## config.mk

```make
export PLATFORM = sky130hd
export DESIGN_NAME = replay_unit
export DESIGN_NICKNAME = d
export VERILOG_FILES = /design/src/rtl/ft_pkg.sv /design/src/rtl/replay_seq_check.sv /design/src/rtl/replay_unit.sv
export SDC_FILE = /design/constraint.sdc
export NUM_CORES = 1
export LEC_CHECK = 0
export ABC_AREA = 1
export BUFFER_PORTS_ARGS = -buffer_cell sky130_fd_sc_hd__buf_2
export CORE_UTILIZATION = 30
export CTS_CLUSTER_DIAMETER = 60
export CTS_CLUSTER_SIZE = 24
export DETAILED_ROUTE_END_ITERATION = 8
export GPL_TIMING_DRIVEN = 0
export PLACE_DENSITY = 0.73
export SETUP_SLACK_MARGIN = 0.5
export SYNTH_ARGS = -nofsm -noshare
export SYNTH_HDL_FRONTEND = slang
export SYNTH_SLANG_ARGS = --single-unit
```

## constraint.sdc

```tcl
create_clock -name clk_i -period 1.3 [get_ports clk_i]
set_input_delay 0.26 -clock clk_i [delete_from_list [all_inputs] [get_ports clk_i]]
set_output_delay 0.26 -clock clk_i [all_outputs]
set_load 0.02 [all_outputs]
```

## src/rtl/ft_pkg.sv

```systemverilog
// Shared fault-tolerance definitions: replay FSM states and default widths,
// used by the replay unit and the recovery controller.
package ft_pkg;

  localparam int DEF_ADDR_WIDTH = 5;
  localparam int DEF_DATA_WIDTH = 32;

  typedef enum logic [2:0] {
    IDLE     = 3'd0,
    COPY_PC  = 3'd1,
    COPY_GPR = 3'd2,
    DRAIN    = 3'd3,
    WAIT_RES = 3'd4,
    RELEASE  = 3'd5
  } replay_state_e;

endpackage

```

## src/rtl/replay_seq_check.sv

```systemverilog
// Replay ordering checker: tracks the register index the controller should
// present next and raises a sticky flag on any protocol violation.
module replay_seq_check
  import ft_pkg::*;
#(
  parameter int ADDR_WIDTH = DEF_ADDR_WIDTH
) (
  input  logic                  clk_i,
  input  logic                  rst_ni,
  input  logic                  start_i,
  input  logic                  cnt_clr_i,
  input  logic                  cnt_en_i,
  input  logic [ADDR_WIDTH-1:0] addr_i,
  input  logic                  early_resume_i,
  output logic                  seq_err_o
);

  // One extra bit so the count after the last register does not wrap to 0.
  logic [ADDR_WIDTH:0] exp_cnt_q;
  logic                mismatch;

  assign mismatch = cnt_en_i && ({1'b0, addr_i} != exp_cnt_q);

  // Expected index: zeroed just before the copy starts, advances every copy cycle.
  always_ff @(posedge clk_i or negedge rst_ni) begin
    if (!rst_ni) begin
      exp_cnt_q <= '0;
    end else if (cnt_clr_i) begin
      exp_cnt_q <= '0;
    end else if (cnt_en_i) begin
      exp_cnt_q <= exp_cnt_q + 1'b1;
    end
  end

  // Sticky error: cleared when a new recovery starts, set on any violation.
  always_ff @(posedge clk_i or negedge rst_ni) begin
    if (!rst_ni) begin
      seq_err_o <= 1'b0;
    end else if (start_i) begin
      seq_err_o <= 1'b0;
    end else if (mismatch || early_resume_i) begin
      seq_err_o <= 1'b1;
    end
  end

endmodule

```

## src/rtl/replay_unit.sv

```systemverilog
// Checkpoint replay unit: halts the target core, restores its PC and register
// file from the checkpoint copy, then releases it on the controller's resume.
module replay_unit
  import ft_pkg::*;
#(
  parameter int ADDR_WIDTH = DEF_ADDR_WIDTH,
  parameter int DATA_WIDTH = DEF_DATA_WIDTH
) (
  input  logic                  clk_i,
  input  logic                  rst_ni,
  input  logic                  halt_i,
  input  logic                  shift_i,
  input  logic                  resume_i,
  input  logic [ADDR_WIDTH-1:0] replay_addr_i,
  output logic [ADDR_WIDTH-1:0] ckpt_rd_addr_o,
  input  logic [DATA_WIDTH-1:0] ckpt_rd_data_i,
  input  logic [DATA_WIDTH-1:0] ckpt_pc_i,
  output logic                  pc_we_o,
  output logic [DATA_WIDTH-1:0] pc_wdata_o,
  output logic                  rf_we_o,
  output logic [ADDR_WIDTH-1:0] rf_waddr_o,
  output logic [DATA_WIDTH-1:0] rf_wdata_o,
  output logic                  core_halt_o,
  output logic                  done_o,
  output logic                  seq_err_o
);

  localparam logic [ADDR_WIDTH-1:0] LAST_ADDR = {ADDR_WIDTH{1'b1}};

  replay_state_e         state_q, state_d;
  logic [ADDR_WIDTH-1:0] addr_p0;
  logic                  vld_p0;
  logic                  resume_pend_q;
  logic                  start;
  logic                  early_resume;

  assign start        = (state_q == IDLE) && halt_i && shift_i;
  assign early_resume = resume_i && ((state_q == COPY_PC) ||
                                     (state_q == COPY_GPR) ||
                                     (state_q == DRAIN));

  // State register.
  always_ff @(posedge clk_i or negedge rst_ni) begin
    if (!rst_ni) begin
      state_q <= IDLE;
    end else begin
      state_q <= state_d;
    end
  end

  // Next-state and command outputs; halt and resume are only honoured in
  // IDLE and WAIT_RES respectively.
  always_comb begin
    state_d        = state_q;
    core_halt_o    = 1'b0;
    pc_we_o        = 1'b0;
    pc_wdata_o     = '0;
    ckpt_rd_addr_o = '0;
    done_o         = 1'b0;
    case (state_q)
      IDLE: begin
        if (start) state_d = COPY_PC;
      end
      COPY_PC: begin
        core_halt_o = 1'b1;
        pc_we_o     = 1'b1;
        pc_wdata_o  = ckpt_pc_i;
        state_d     = COPY_GPR;
      end
      COPY_GPR: begin
        core_halt_o    = 1'b1;
        ckpt_rd_addr_o = replay_addr_i;
        if (replay_addr_i == LAST_ADDR) state_d = DRAIN;
      end
      DRAIN: begin
        core_halt_o = 1'b1;
        state_d     = WAIT_RES;
      end
      WAIT_RES: begin
        core_halt_o = 1'b1;
        if (resume_i || resume_pend_q) state_d = RELEASE;
      end
      RELEASE: begin
        done_o  = 1'b1;
        state_d = IDLE;
      end
      default: state_d = IDLE;
    endcase
  end

  // Stage p0: the presented address is held one cycle to line up with the
  // checkpoint read data.
  always_ff @(posedge clk_i or negedge rst_ni) begin
    if (!rst_ni) begin
      vld_p0 <= 1'b0;
    end else begin
      vld_p0 <= (state_q == COPY_GPR);
    end
  end

  // Address capture for the stage p0 write (data only, qualified by vld_p0).
  always_ff @(posedge clk_i) begin
    if (state_q == COPY_GPR) addr_p0 <= replay_addr_i;
  end

  // Register 0 is hardwired in the core, so its write is dropped.
  assign rf_we_o    = vld_p0 && (addr_p0 != '0);
  assign rf_waddr_o = vld_p0 ? addr_p0 : '0;
  assign rf_wdata_o = vld_p0 ? ckpt_rd_data_i : '0;

  // Resume seen before the copy finished is remembered for WAIT_RES.
  always_ff @(posedge clk_i or negedge rst_ni) begin
    if (!rst_ni) begin
      resume_pend_q <= 1'b0;
    end else if (start || (state_q == RELEASE)) begin
      resume_pend_q <= 1'b0;
    end else if (early_resume) begin
      resume_pend_q <= 1'b1;
    end
  end

  replay_seq_check #(
    .ADDR_WIDTH(ADDR_WIDTH)
  ) u_seq_check (
    .clk_i          (clk_i),
    .rst_ni         (rst_ni),
    .start_i        (start),
    .cnt_clr_i      (state_q == COPY_PC),
    .cnt_en_i       (state_q == COPY_GPR),
    .addr_i         (replay_addr_i),
    .early_resume_i (early_resume),
    .seq_err_o      (seq_err_o)
  );

endmodule

```

==> summary.md, run 1 <==
| Metric | Value |
|---|---|
| Status | `finished with violations` |
| Failing checks | `negative setup slack` |
| Crit path max fanout | `8` |
| Mapped Nets | `330` |
| ANT cells | `0` |
| Max Slew Vio Count | `0` |
| Reg2Reg Depth | `8` |
| Tightest Hold Check Type | `primary input to flip-flop` |
| Final number of hold-violating endpoints | `0` |
| Layout net count | `520` |
| Cell count after placement | `about 460` |
| R2R Setup Slk | `-0.27 ns` |
| Setup crit end kind | `output port` |
| Final instance area | `0.00385 mm2` |
| Top cells by area, synth | `inv_1, dfrtp_1, nand2_1, nor2_1, edfxtp_1` |
| GR Overflow Total | `0` |
| PD cells | `2050 mW/mm2` |
| Vias in the first global route | `2128` |
| #FFs+latches synth | `17` |
| Worst-case clock buffer depth | `2` |
| Layout cells sized above 1 | `0.752` |
| Mapped Area | `0.00145 mm2` |
| Fin cells | `between 400 and 500` |
| Crit path from | `state_q[1]` |
| Reg2reg start | `state_q[0]` |
| Worst Max-Slew Pin Slew | `0.304 ns` |
| Slew headroom | `0.798` |
| # fillers | `220` |
| Root Driver | `clkbuf_8` |
| Top Ports | `between 150 and 200` |
| Layout area overhead | `165%` |
| Fraction of the yosys area taken by sequential cells | `0.310` |
| GP Congestion | `0.819` |
| Critical Path AT | `~1.5 ns` |
| Met3 usage | `0.0506` |
| CTS H-tree depth | `1` |
| GR peak layer | `met2` |
| Critical Path Source Type | `flip-flop` |
| Critical path required time | `between 1 and 1.5 ns` |
| Global-route wire length before repair | `9850 um` |
| Syn_area_per_cell | `5.70 um2` |
| Die X | `about 72 um` |
| Rows | `24` |
| Number of distinct library cells after synthesis | `23` |
| Core area | `around 0.0045 mm2` |
| Syn. warnings | `0` |
| Largest net degree at the start of global routing | `14` |
| Clock Pin Slew Worst Setup and Hold Paths | `~0.07 ns` |
| Setup TNS | `-24.80 ns` |
| Die Y | `71.6 um` |
| Met1 Resource Use GR | `0.264` |
| Met2 Track Usage GR | `0.491` |
| Post-Route WL | `7750 um` |
| Total Power | `7.91 mW` |
| Fin crit period | `around 1.8 ns` |
| Fin worst setup slack | `-0.467 ns` |
| Skew final | `approximately 0.0032 ns` |
| First DRT Iteration DRCs | `90` |
| Fmax | `between 0.5 and 0.6 GHz` |
| Multi-input logic area | `0.00119 mm2` |
| Die ar. | `0.00512 mm2` |
| VDD IR max | `about 0.0012 V` |
| Clk sink count | `17` |
| Initial antenna violation count | `0` |
| DP Wirelength | `3680 um` |
| Avg WL per Cell | `15.6 um` |
| Tcrit/Tclk final | `1.36` |
| DR vias | `2294` |
| Antenna viol nets, final | `0` |
| CP Capture Point | `pc_wdata_o[16]` |
| Sequential standard cell area | `453 um2` |
| Biggest area consumer among synthesized cells | `inv_1` |
| Initial core utilization | `0.322` |
| TritonRoute pass-1 iters | `4` |
| Detail-routed via count per cell | `4.63` |
| Cell count after synthesis | `255` |
| Unrepaired setup endpoints after global routing | `yes` |
| Reg2reg end | `u_seq_check.exp_cnt_q[4]` |
| TritonCTS clock tree | `yes` |
| Synth top area share | `0.222` |
| Placed cell areas | `0.00272 mm2` |
| P_leak | `2.37 nW` |
| Total Routing Usage GR | `0.247` |
| Final setup vio count | `90` |
| TritonCTS Buffers | `3` |
| Residual DRC | `0` |
| Pre-CTS setup slack | `-0.646 ns` |
| Clock latency on the worst-skew pair | `roughly 0.26 ns` |
| Max-Cap Viols | `0` |
| CP Class | `flip-flop to output port` |
| Number of port buffers | `around 150` |
## cell usage in the layout (no fill, tap or decap), types with 5 or more instances in the layout
| cell type | instances |
|---|---|
| inv_4 | 15 |
| nand3_1 | 5 |
| nand2_1 | 22 |
| dfrtp_1 | 10 |
| nor2_4 | 26 |
| inv_2 | 30 |
| buf_6 | 69 |
| buf_2 | 75 |
| nor2_2 | 12 |
| edfxtp_1 | 5 |
| nand2_4 | 39 |
| buf_4 | 33 |
| clkbuf_16 | 9 |
| inv_1 | 45 |
| clkbuf_8 | 5 |
| nor2_1 | 10 |
## area by class of cell
| cell class | count | share of cell area |
|---|---|---|
| repair buffers | 185 | 0.403 |
| multi-input cells | 140 | 0.309 |
| flip-flops and latches | 17 | 0.118 |
| inverters | 90 | 0.0974 |
| plain buffers | 8 | 0.0442 |
| well taps | 52 | 0.0169 |
| clock buffers | 3 | 0.0107 |
| clock inverters | 1 | 0.00130 |
## Yosys cell counts
library cell	count
dfrtp_1	12
o41ai_1	1
nand3_1	7
nand2_2	1
nand4_1	3
inv_2	4
nand2_1	61
xnor2_1	1
clkbuf_1	4
edfxtp_1	5
clkbuf_8	3
o21ai_0	8
o21ai_1	2
nor2_1	48
ha_1	1
inv_1	86
nor3_1	2
or2_2	1
nor3_4	1
a21oi_1	1
nor3_2	1
and3_1	1
buf_2	1
## routing by layer
metal	wire, um	up-vias	part of all wire
met2	4310	116	0.56
met3	578	20	0.075
met4	220	0	0.028
met1	2640	1067	0.34
met5	0	-	0
li1	-	1091	-
## repair_timing
action	4_1_cts	5_1_grt
gates cloned	6	1
endpoints found under the setup margin	96	96
hold buffers	1	0
gates resized for setup	176	43
pin swaps	9	11
setup buffers	15	10
hold endpoints to repair	12	0
## state kept, by name, indices dropped and copies added (netlist names)
| signal | flops |
|---|---|
| u_seq_check.exp_cnt_q | 6 |
| addr_p0 | 5 |
| state_q | 3 |
| resume_pend_q | 1 |
| u_seq_check.seq_err_o | 1 |
| vld_p0 | 1 |
## worst min path at each step
stage	startpoint	to	slack, ns	depth (start not counted)
global route	replay_addr_i[4]	addr_p0[4]	0.22	1
detailed placement	rst_ni	u_seq_check.exp_cnt_q[5]	0.16	1
finish	replay_addr_i[4]	addr_p0[4]	0.22	1
floorplan	rst_ni	resume_pend_q	-0.04	0
global placement	rst_ni	u_seq_check.exp_cnt_q[5]	0.15	1
CTS	replay_addr_i[2]	addr_p0[2]	0.21	1
## through the flow
stage          utilization  hold WS (ns)
6_report             0.856         0.223
5_1_grt              0.856         0.223
4_1_cts              0.797         0.212
3_5_place_dp         0.603         0.159
3_3_place_gp         0.603         0.151
2_1_floorplan            -       -0.0356
## cell families (layout without fill, tap and decap cells)
family / after synthesis / after routing / synth area share
xor+xnor: 1 / 1 / 0.00603
flops: 17 / 17 / 0.310
fa+ha+maj: 1 / 1 / 0.00861
compound gates: 12 / 12 / 0.0439
simple gates: 126 / 126 / 0.357
buf+inv: 98 / 287 / 0.275
## critical path, stage by stage, from the launching register on
cell and delay (ns):
dfrtp_2 0.44, nor3_4 0.26, inv_4 0.12, clkbuf_16 0.18, nor2_2 0.09, buf_4 0.15
## where the power goes
group	internal [mW]	total [mW]	switching [mW]
Sequential	0.733	0.905	0.173
Combinational	3.16	6.60	3.44
Clock	0.213	0.407	0.194
(Power assumes the default switching activity.)
==> run 2: changes to the inputs <==
--- a/config.mk
+++ b/config.mk
@@ -5,14 +5,14 @@
 export SDC_FILE = /design/constraint.sdc
 export NUM_CORES = 1
 export LEC_CHECK = 0
-export ABC_AREA = 1
 export BUFFER_PORTS_ARGS = -buffer_cell sky130_fd_sc_hd__buf_2
 export CORE_UTILIZATION = 30
 export CTS_CLUSTER_DIAMETER = 60
 export CTS_CLUSTER_SIZE = 24
 export DETAILED_ROUTE_END_ITERATION = 8
 export GPL_TIMING_DRIVEN = 0
-export PLACE_DENSITY = 0.73
+export MAX_ROUTING_LAYER = met4
+export PLACE_DENSITY = 0.76
 export SETUP_SLACK_MARGIN = 0.5
 export SYNTH_ARGS = -nofsm -noshare
 export SYNTH_HDL_FRONTEND = slang
==> run 2 against run 1 <==
Compared with the run above: the flow still finishes with violations (negative setup slack); sequential share of layout area up 1.7 points; critical endpoint is now pc_wdata_o[22]; utilization down 3.8 points; die area down 9.3%; flip-flop and latch count unchanged; worst hold slack better by 0.0066 ns; global-route usage up 1.7 points; cell count down 20%; largest power group unchanged; critical path depth up 1; power down 1.9%.
==> summary.md, run 2 <==
| Metric | Value |
|---|---|
| Avg WL per Cell | `19.3 um` |
| Utilization after layout | `0.818` |
| Worst Max-Slew Pin Slew | `0.314 ns` |
| Failing checks | `negative setup slack` |
| Clock Pin Slew Worst Setup and Hold Paths | `0.07 ns` |
| Fin crit period | `between 1.5 and 2 ns` |
| Post-Synth Adder-Cell Area | `0.00952` |
| Setup crit end kind | `output port` |
| Unrepaired setup endpoints after global routing | `yes` |
| Top flop regs | `u_seq_check.exp_cnt_q x6, addr_p0 x5, state_q x3` |
| Most common cell after layout, fill and taps aside | `buf_6` |
| Root Driver | `clkbuf_8` |
| Die Y | `68.2 um` |
| Crit path from | `state_q[0]` |
| Layout area overhead | `156%` |
| Reg2reg start | `state_q[2]` |
| Tcrit/Tclk final | `1.45` |
| Hold Crit Depth | `1` |
| Placed cell areas | `roughly 0.0024 mm2` |
| ANT cells | `0` |
| Count leader, synth | `and2_1` |
| Post-synth EDFFs | `5` |
| Synth top area share | `0.352` |
| Top cells by count, synth | `and2_1, dfrtp_1, nor2_1` |
| Crit path max fanout | `10` |
| Global-route wire length before repair | `between 8000 and 9000 um` |
| Simple logic cell fraction of the synthesized area | `0.466` |
| Worst-case clock buffer depth | `2` |
| Layout cells sized above 1 | `0.835` |
| Asr flop ratio synth | `0.706` |
| Reg2Reg Depth | `8` |
| TritonCTS clock tree | `yes` |
| VDD IR max | `0.00118 V` |
| Fin cells | `396` |
| Top Ports | `roughly 150` |
| Fin worst setup slack | `-0.591 ns` |
| #FFs+latches synth | `17` |
| Max-Cap Viols | `0` |
| Commonest non-fill, non-tap cells in the layout | `buf_6, buf_2, and2_4` |
| Critical Path Source Type | `flip-flop` |
| P_leak | `1.73 nW` |
| Mapped Nets | `232` |
| Cell count after placement | `approximately 360` |
| DP Wirelength | `3360 um` |
| Max Slew Vio Count | `0` |
| Total Routing Usage GR | `0.264` |
| Commonest register cell after synthesis | `dfrtp_1` |
| Post-Synth XOR/XNOR Area | `0.0400` |
| Final instance area | `about 0.0034 mm2` |
| Syn. warnings | `0` |
| PD cells | `approximately 2300 mW/mm2` |
| Clock latency on the worst-skew pair | `0.26 ns` |
| Largest Register | `u_seq_check.exp_cnt_q` |
| Fmax | `0.529 GHz` |
| Number of port buffers | `152` |
| R2R Setup Slk | `-0.39 ns` |
| Cell count after synthesis | `157` |
| Reg2reg end | `u_seq_check.exp_cnt_q[5]` |
| Setup TNS | `-32.74 ns` |
| Top cells by area, synth | `and2_1, dfrtp_1, edfxtp_1, xnor2_1, o21ai_0` |
| Fraction of the yosys area taken by sequential cells | `0.343` |
| GP Congestion | `0.785` |
| Critical Path AT | `1.63 ns` |
| Biggest area consumer among synthesized cells | `and2_1` |
| Skew final | `0.00692 ns` |
| Layout net count | `roughly 420` |
| Hold WS | `roughly 0.23 ns` |
| Number of distinct library cells after synthesis | `31` |
| HP Start | `replay_addr_i[3]` |
| Rows | `23` |
| Tightest Hold Check Type | `primary input to flip-flop` |
| CTS H-tree depth | `1` |
| Post-Route WL | `7640 um` |
| Die ar. | `roughly 0.0046 mm2` |
| Die X | `roughly 68 um` |
| Vias in the first global route | `1835` |
| Slew headroom | `0.788` |
| CP Class | `flip-flop to output port` |
| Antenna viol nets, final | `0` |
| Initial core utilization | `0.319` |
| Largest family of logic cells by synthesized area | `simple AND/OR/NAND/NOR gates` |
| Final number of hold-violating endpoints | `0` |
| Status | `finished with violations` |
| Largest net degree at the start of global routing | `13` |
| TritonRoute pass-1 iters | `5` |
| Residual DRC | `0` |
| Initial antenna violation count | `0` |
| Syn_area_per_cell | `8.37 um2` |
| # fillers | `191` |
| Mapped Area | `around 0.0013 mm2` |
| Clk sink count | `17` |
| Total Power | `7.76 mW` |
| Pre-CTS setup slack | `-0.374 ns` |
| First DRT Iteration DRCs | `102` |
| Detail-routed via count per cell | `5.19` |
| Final setup vio count | `between 90 and 100` |
| Synth Area in Compound Gates | `0.0848` |
| DR vias | `2057` |
| TritonCTS Buffers | `3` |
| Min-Delay Endpoint | `addr_p0[3]` |
| Core area | `0.00412 mm2` |
| Max reg flops | `6` |
| Critical path required time | `1.04 ns` |
| GR Overflow Total | `0` |
| Mux cell area share after synthesis | `0` |
[run 2: cell types whose count changed in the layout (fill, tap and decap cells not counted), sizes merged, moves of 5 or more]
cell / delta
nor2: -40
buf: +12
clkbuf: -9
and2: +74
nand3: -5
inv: -87
nand2: -55
[run 2: worst max-delay path: stages (launching register included)]
cell and delay (ns):
dfrtp_1 0.41, inv_2 0.06, or3_4 0.41, inv_8 0.10, buf_8 0.13, and2_4 0.14, buf_6 0.11
[run 2: cell families after synthesis]
kind of cell	after synthesis
buffers and inverters	14
XOR/XNOR	6
flip-flops	17
AO/OA/AOI/OAI	17
adder cells (fa/ha/maj)	1
AND/OR/NAND/NOR	102
[run 2: area by class of cell]
| cell class | instances | area (um2) | area share |
|---|---|---|---|
| timing repair buffer | 185 | 1610 | 0.479 |
| multi-input combinational | 126 | 1020 | 0.304 |
| sequential | 17 | 452 | 0.134 |
| buffer | 10 | 144 | 0.0428 |
| tap | 50 | 62.6 | 0.0186 |
| clock buffer | 4 | 45.0 | 0.0134 |
| inverter | 4 | 27.5 | 0.00818 |
[run 2: timing repair]
| action | 4_1_cts | 5_1_grt |
|---|---|---|
| pin swaps | 9 | 4 |
| cloned | 4 | 2 |
| endpoints found under the hold margin | 12 | 0 |
| setup endpoints to repair | 96 | 96 |
| gates resized for setup | 176 | 25 |
| buffers inserted | 20 | 6 |
| hold buffers | 1 | 0 |
[run 2: worst max-delay path by stage]
| stage | cells past startpoint | slack, ns | endpoint |
|---|---|---|---|
| floorplan | 5 | -0.19 | pc_wdata_o[22] |
| global placement | 6 | -0.36 | pc_wdata_o[12] |
| detailed placement | 6 | -0.37 | pc_wdata_o[12] |
| CTS | 6 | -0.54 | pc_wdata_o[8] |
| global route | 6 | -0.63 | pc_wdata_o[29] |
| finish | 6 | -0.59 | pc_wdata_o[22] |
[run 2: where the power goes]
part | total, mW | leakage (nW) | internal, mW | switching [mW]
Sequential | 0.946 | 0.201 | 0.752 | 0.194
Clock | 0.412 | 0.0228 | 0.218 | 0.193
Combinational | 6.40 | 1.50 | 3.60 | 2.81
Total | 7.76 | 1.73 | 4.57 | 3.20
[run 2: routing by layer]
metal  GRT usage  share of wire  up-vias
li1            -              -      896
met1       0.255           0.32      961
met2       0.515           0.53      166
met3      0.0383           0.11       34
met4       0.104          0.038        0
met5           -              0        -
